[config.mk]
export PLATFORM = sky130hd
export DESIGN_NAME = stream_demux
export DESIGN_NICKNAME = d
export VERILOG_FILES = /design/src/rtl/stream_demux.sv
export SDC_FILE = /design/constraint.sdc
export NUM_CORES = 1
export LEC_CHECK = 0
export BUFFER_PORTS_ARGS = -buffer_cell sky130_fd_sc_hd__buf_4
export CELL_PAD_IN_SITES_DETAIL_PLACEMENT = 1
export CELL_PAD_IN_SITES_GLOBAL_PLACEMENT = 2
export CORE_ASPECT_RATIO = 0.8
export CORE_MARGIN = 2
export CORE_UTILIZATION = 21
export DETAILED_ROUTE_END_ITERATION = 12
export PLACE_DENSITY = 0.81
export SLEW_MARGIN = 30
export SYNTH_ARGS = -nofsm -noshare
export SYNTH_HDL_FRONTEND = slang
export SYNTH_SLANG_ARGS = --single-unit
[constraint.sdc]
create_clock -name clk -period 1.85 [get_ports clk]
set_input_delay 0 -clock clk [delete_from_list [all_inputs] [get_ports clk]]
set_output_delay 0 -clock clk [all_outputs]
set_load 0.005 [all_outputs]
[src/rtl/stream_demux.sv]
// stream_demux: 1-to-NUM_OUT valid/ready demux, select locked per packet,
// one holding stage; bad-select packets are discarded and counted.
// Ports: clk, rst (sync, high); in_data/in_sel/in_last/in_valid/in_ready;
// out_data (lane k at [k*DATA_W +: DATA_W]), out_last, out_valid,
// out_ready per lane; drop_cnt counts dropped packets (saturating).
module stream_demux #(
  parameter int DATA_W  = 8,
  parameter int NUM_OUT = 4,
  parameter int SEL_W   = 2
) (
  input  logic                      clk,
  input  logic                      rst,
  input  logic [DATA_W-1:0]         in_data,
  input  logic [SEL_W-1:0]          in_sel,
  input  logic                      in_last,
  input  logic                      in_valid,
  output logic                      in_ready,
  output logic [NUM_OUT*DATA_W-1:0] out_data,
  output logic [NUM_OUT-1:0]        out_last,
  output logic [NUM_OUT-1:0]        out_valid,
  input  logic [NUM_OUT-1:0]        out_ready,
  output logic [15:0]               drop_cnt
);

  if ((2 ** SEL_W) < NUM_OUT) begin : g_sel_chk
    $error("stream_demux: SEL_W too small for NUM_OUT");
  end
  if (NUM_OUT < 2 || NUM_OUT > 16) begin : g_num_chk
    $error("stream_demux: NUM_OUT must be 2..16");
  end

  typedef enum logic [1:0] {
    IDLE,
    FWD,
    DROP
  } state_t;

  localparam logic [SEL_W:0] LANES = (SEL_W+1)'(NUM_OUT);

  state_t              state;
  logic                hv;
  logic [DATA_W-1:0]   hd;
  logic                hl;
  logic [SEL_W-1:0]    hdst;
  logic                xfer;
  logic                sel_ok;
  logic                drain;

  assign drain    = hv && out_ready[hdst];
  assign in_ready = (state == DROP) || !hv || out_ready[hdst];
  assign xfer     = in_valid && in_ready;
  assign sel_ok   = {1'b0, in_sel} < LANES;

  always_comb begin
    out_data  = '0;
    out_last  = '0;
    out_valid = '0;
    for (int k = 0; k < NUM_OUT; k++) begin
      if (hv && hdst == SEL_W'(k)) begin
        out_data[k*DATA_W +: DATA_W] = hd;
        out_last[k]  = hl;
        out_valid[k] = 1'b1;
      end
    end
  end

  // hdst doubles as the locked destination while in FWD.
  always_ff @(posedge clk) begin
    if (rst) begin
      state    <= IDLE;
      hv       <= 1'b0;
      hd       <= '0;
      hl       <= 1'b0;
      hdst     <= '0;
      drop_cnt <= '0;
    end else begin
      if (drain) hv <= 1'b0;
      if (xfer) begin
        unique case (state)
          IDLE: begin
            if (sel_ok) begin
              hv    <= 1'b1;
              hd    <= in_data;
              hl    <= in_last;
              hdst  <= in_sel;
              state <= in_last ? IDLE : FWD;
            end else begin
              if (drop_cnt != 16'hFFFF) drop_cnt <= drop_cnt + 16'd1;
              state <= in_last ? IDLE : DROP;
            end
          end
          FWD: begin
            hv    <= 1'b1;
            hd    <= in_data;
            hl    <= in_last;
            state <= in_last ? IDLE : FWD;
          end
          DROP: begin
            state <= in_last ? IDLE : DROP;
          end
          default: state <= IDLE;
        endcase
      end
    end
  end

endmodule

==> results.md <==
* Final Instance Area at 1610 µm²
* Die X at 85 µm
* Power per cell area at 516 nW/µm²
* Pins Over Slew Limit at 0
* Unique masters post-synth at 26
* Placed Area at 1540 µm²
* Min Hold Slack at 0.00965 ns
* # rows at 23
* Register area share after synthesis at 0.254
* Fmax at 587 MHz
* Unrepaired setup endpoints after global routing: false
* M1 wire length at 1520 µm
* Number of synthesized register bits at 14
* Hold Path Sink: state[1]$_SDFFE_PP0P_
* Antenna Nets Post-Route at 0
* Status: completed
* Iteration-0 DRC count of the detailed router at 15
* Setup TNS at 0 ns
* 1st-pass router iterations at 4
* Critical path fanouts, max at 4
* Final Hold Vio Count at 0
* Layout cell share with drive strength beyond 1 at 0.388
* Clk pwr share at 0.359
* Setup CP Type: reg -> out
* R2r worst-path depth at 4
* CORE AREA at 5040 µm²
* Sw Ratio at 0.267
* Clk sinks at 14
* Height of the die at 68.8 µm
* Hold Crit Depth at 2
* RR Endpoint: hd[6]$_SDFFE_PP0P_
* Syn-to-layout area delta at 45.6%
* Multi-input gate area at 723 µm²
* Clk root buf: clkbuf_8
* Total power at 0.829 mW
* Hold Startpoint: in_valid
* Wire length on met3 at 182 µm
* Part of the power in registers at 0.419
* Netlist area before placement at 1100 µm²
* Final nets at 207
* IO buf count at 58
* Layout fillers at 613
* Worst slew pin tran at 0.507 ns
* Worst Clk Skew at 0.00155 ns
* Largest net degree at the start of global routing at 27
* Routed vias/inst at 4.05
* Total CTS buffers at 3
* Period utilisation layout at 0.922
* Grt ovf at 0
* Global-route wire length before repair at 4820 µm
* Gate power share at 0.222
* Final WL at 3240 µm
* Warnings, synthesis at 0
* Clock transition at the registers of the reported paths at 0.06 ns
* Starting Density at 0.219
* Reg2reg start: hdst[1]$_SDFFE_PP0P_
* Mapped Cells at 132
* Max IR drop VDD at 0.162 mV
* Routed wl met2 at 1500 µm
* Final setup viols at 0
* Routability cong. at 0.672
* CTS tree: yes
* Arr. time, crit path at 1.70 ns
* CP required at 1.85 ns
* GRT Overall Usage at 0.107
* Flop2flop setup slack at 0.24 ns
* Die area at 5850 µm²
* Vias at 1013
* Initial antenna violation count at 0
* Ports at 75
* Average wire per standard cell at 13.0 µm
* Max Used Layer: met4
* Leakage power total at 0.825 nW
* Htree depth at 1
* Hold crit path type: in -> reg
* Clk_lat worst skew at 0.24 ns
* P_sw at 0.221 mW
* Worst setup EP type: output pin
* Critical Path Start Type: flip-flop
* Period minus WS final at 1.70 ns
* DRC Markers at 0
* N_diodes at 0
* Normalized max-slew margin at 0.653
* Syn Area/Cell at 8.35 µm²
* Number of global-route vias before repair at 980
* Post-DP HPWL at 2680 µm
* FF/Latch Area at 280 µm²
* Maximum root-to-sink buffer count at 2
* Maxcap violations at 0
* Cell-internal power at 0.607 mW
==> how the worst max path moves through the flow <==
stage	start	end	slack (ns)	cells past startpoint
final	hdst[1]$_SDFFE_PP0P_	in_ready	0.15	4
after global routing	hdst[1]$_SDFFE_PP0P_	in_ready	0.07	4
after CTS	hdst[1]$_SDFFE_PP0P_	hd[6]$_SDFFE_PP0P_	0.02	4
after detailed placement	hdst[1]$_SDFFE_PP0P_	hd[5]$_SDFFE_PP0P_	0.03	4
after global placement	hdst[1]$_SDFFE_PP0P_	hd[7]$_SDFFE_PP0P_	0.08	3
after floorplan	hdst[1]$_SDFFE_PP0P_	state[0]$_SDFFE_PP0P_	0.50	3
==> state kept, by name, summed over array words and instances, names as in the netlist <==
signal  flops
hdst        2
hd          8
state       2
hl          1
hv          1
==> layer usage <==
layer | vias to the layer above | track usage
li1 | 510 | -
met1 | 465 | 0.137
met2 | 36 | 0.183
met3 | 2 | 0.0143
met4 | 0 | 0.0476
met5 | - | 0
==> placed cells by master, fill, tap and decap left out <==
master and count:
a21o_1 1, a21oi_1 1, a221oi_1 1, a221oi_2 1, a221oi_4 1, a22oi_1 1, a311o_1 1, a31oi_1 1
and2_1 29, and2b_2 2, and3_1 9, and3_2 1, buf_4 61, clkbuf_8 4, conb_1 16, dfxtp_1 14
inv_1 3, mux2_2 1, mux2i_1 12, mux2i_2 1, nand2b_1 22, nor2_1 1, nor2b_1 1, nor3_1 1
or2b_1 1, or3b_2 1
==> power by group through the flow <==
stage	sequential [mW]	clock [mW]	combinational [mW]
6_report	0.347	0.297	0.184
5_1_grt	0.352	0.323	0.203
4_1_cts	0.348	0.306	0.181
3_5_place_dp	0.355	0	0.181
3_3_place_gp	0.353	0	0.174
2_1_floorplan	0.344	0	0.130
==> per-stage QoR <==
step | setup WS (ns) | utilization | std cells
3_5_place_dp | 0.0317 | 0.305 | 246
6_report | 0.145 | 0.319 | 250
3_3_place_gp | 0.0784 | 0.303 | 245
5_1_grt | 0.0668 | 0.319 | 250
4_1_cts | 0.0227 | 0.316 | 250
2_1_floorplan | 0.502 | - | 147
==> what timing repair did <==
item | CTS | global route
resized for setup | 0 | 2
setup endpoints to repair | 0 | 4
buffers inserted | 0 | 0
hold buffers | 0 | 0
==> cells in the mapped netlist (all sizes together) <==
| library cell | instances | area (µm²) |
|---|---|---|
| nor2 | 1 | 3.75 |
| mux2 | 1 | 11.3 |
| a21o | 1 | 7.51 |
| nor3 | 1 | 5.00 |
| a31oi | 1 | 6.26 |
| a221oi | 3 | 38.8 |
| inv | 3 | 11.3 |
| and2 | 29 | 181 |
| conb | 1 | 3.75 |
| buf | 18 | 136 |
| a311o | 1 | 10.0 |
| clkbuf | 6 | 22.5 |
| a22oi | 1 | 7.51 |
| and3 | 10 | 63.8 |
| nor2b | 1 | 6.26 |
| dfxtp | 14 | 280 |
| nand2b | 22 | 138 |
| or3b | 1 | 8.76 |
| or2b | 1 | 7.51 |
| a21oi | 1 | 5.00 |
| mux2i | 13 | 130 |
| and2b | 2 | 17.5 |
==> final cells by class <==
class | count | area share
timing repair buffer | 61 | 0.285
clock buffer | 4 | 0.0343
multi-input combinational | 106 | 0.451
inverter | 3 | 0.00701
sequential | 14 | 0.175
tap | 62 | 0.0483
==> worst max-delay path: stages, from the launching register on <==
cell	delay, ns
dfxtp_1	0.41
mux2i_1	0.49
a22oi_1	0.23
a21o_1	0.21
buf_4	0.13
==> cell families (layout without fill, tap and decap cells) <==
| kind of cell | Yosys count | count (layout) | share of synthesized area |
|---|---|---|---|
| other cells | 1 | 16 | 0.00340 |
| buf+inv | 27 | 68 | 0.154 |
| mux | 14 | 14 | 0.128 |
| simple gates | 68 | 68 | 0.392 |
| flops | 14 | 14 | 0.254 |
| compound gates | 8 | 8 | 0.0681 |
No activity file was read; power rests on OpenSTA's default activity.
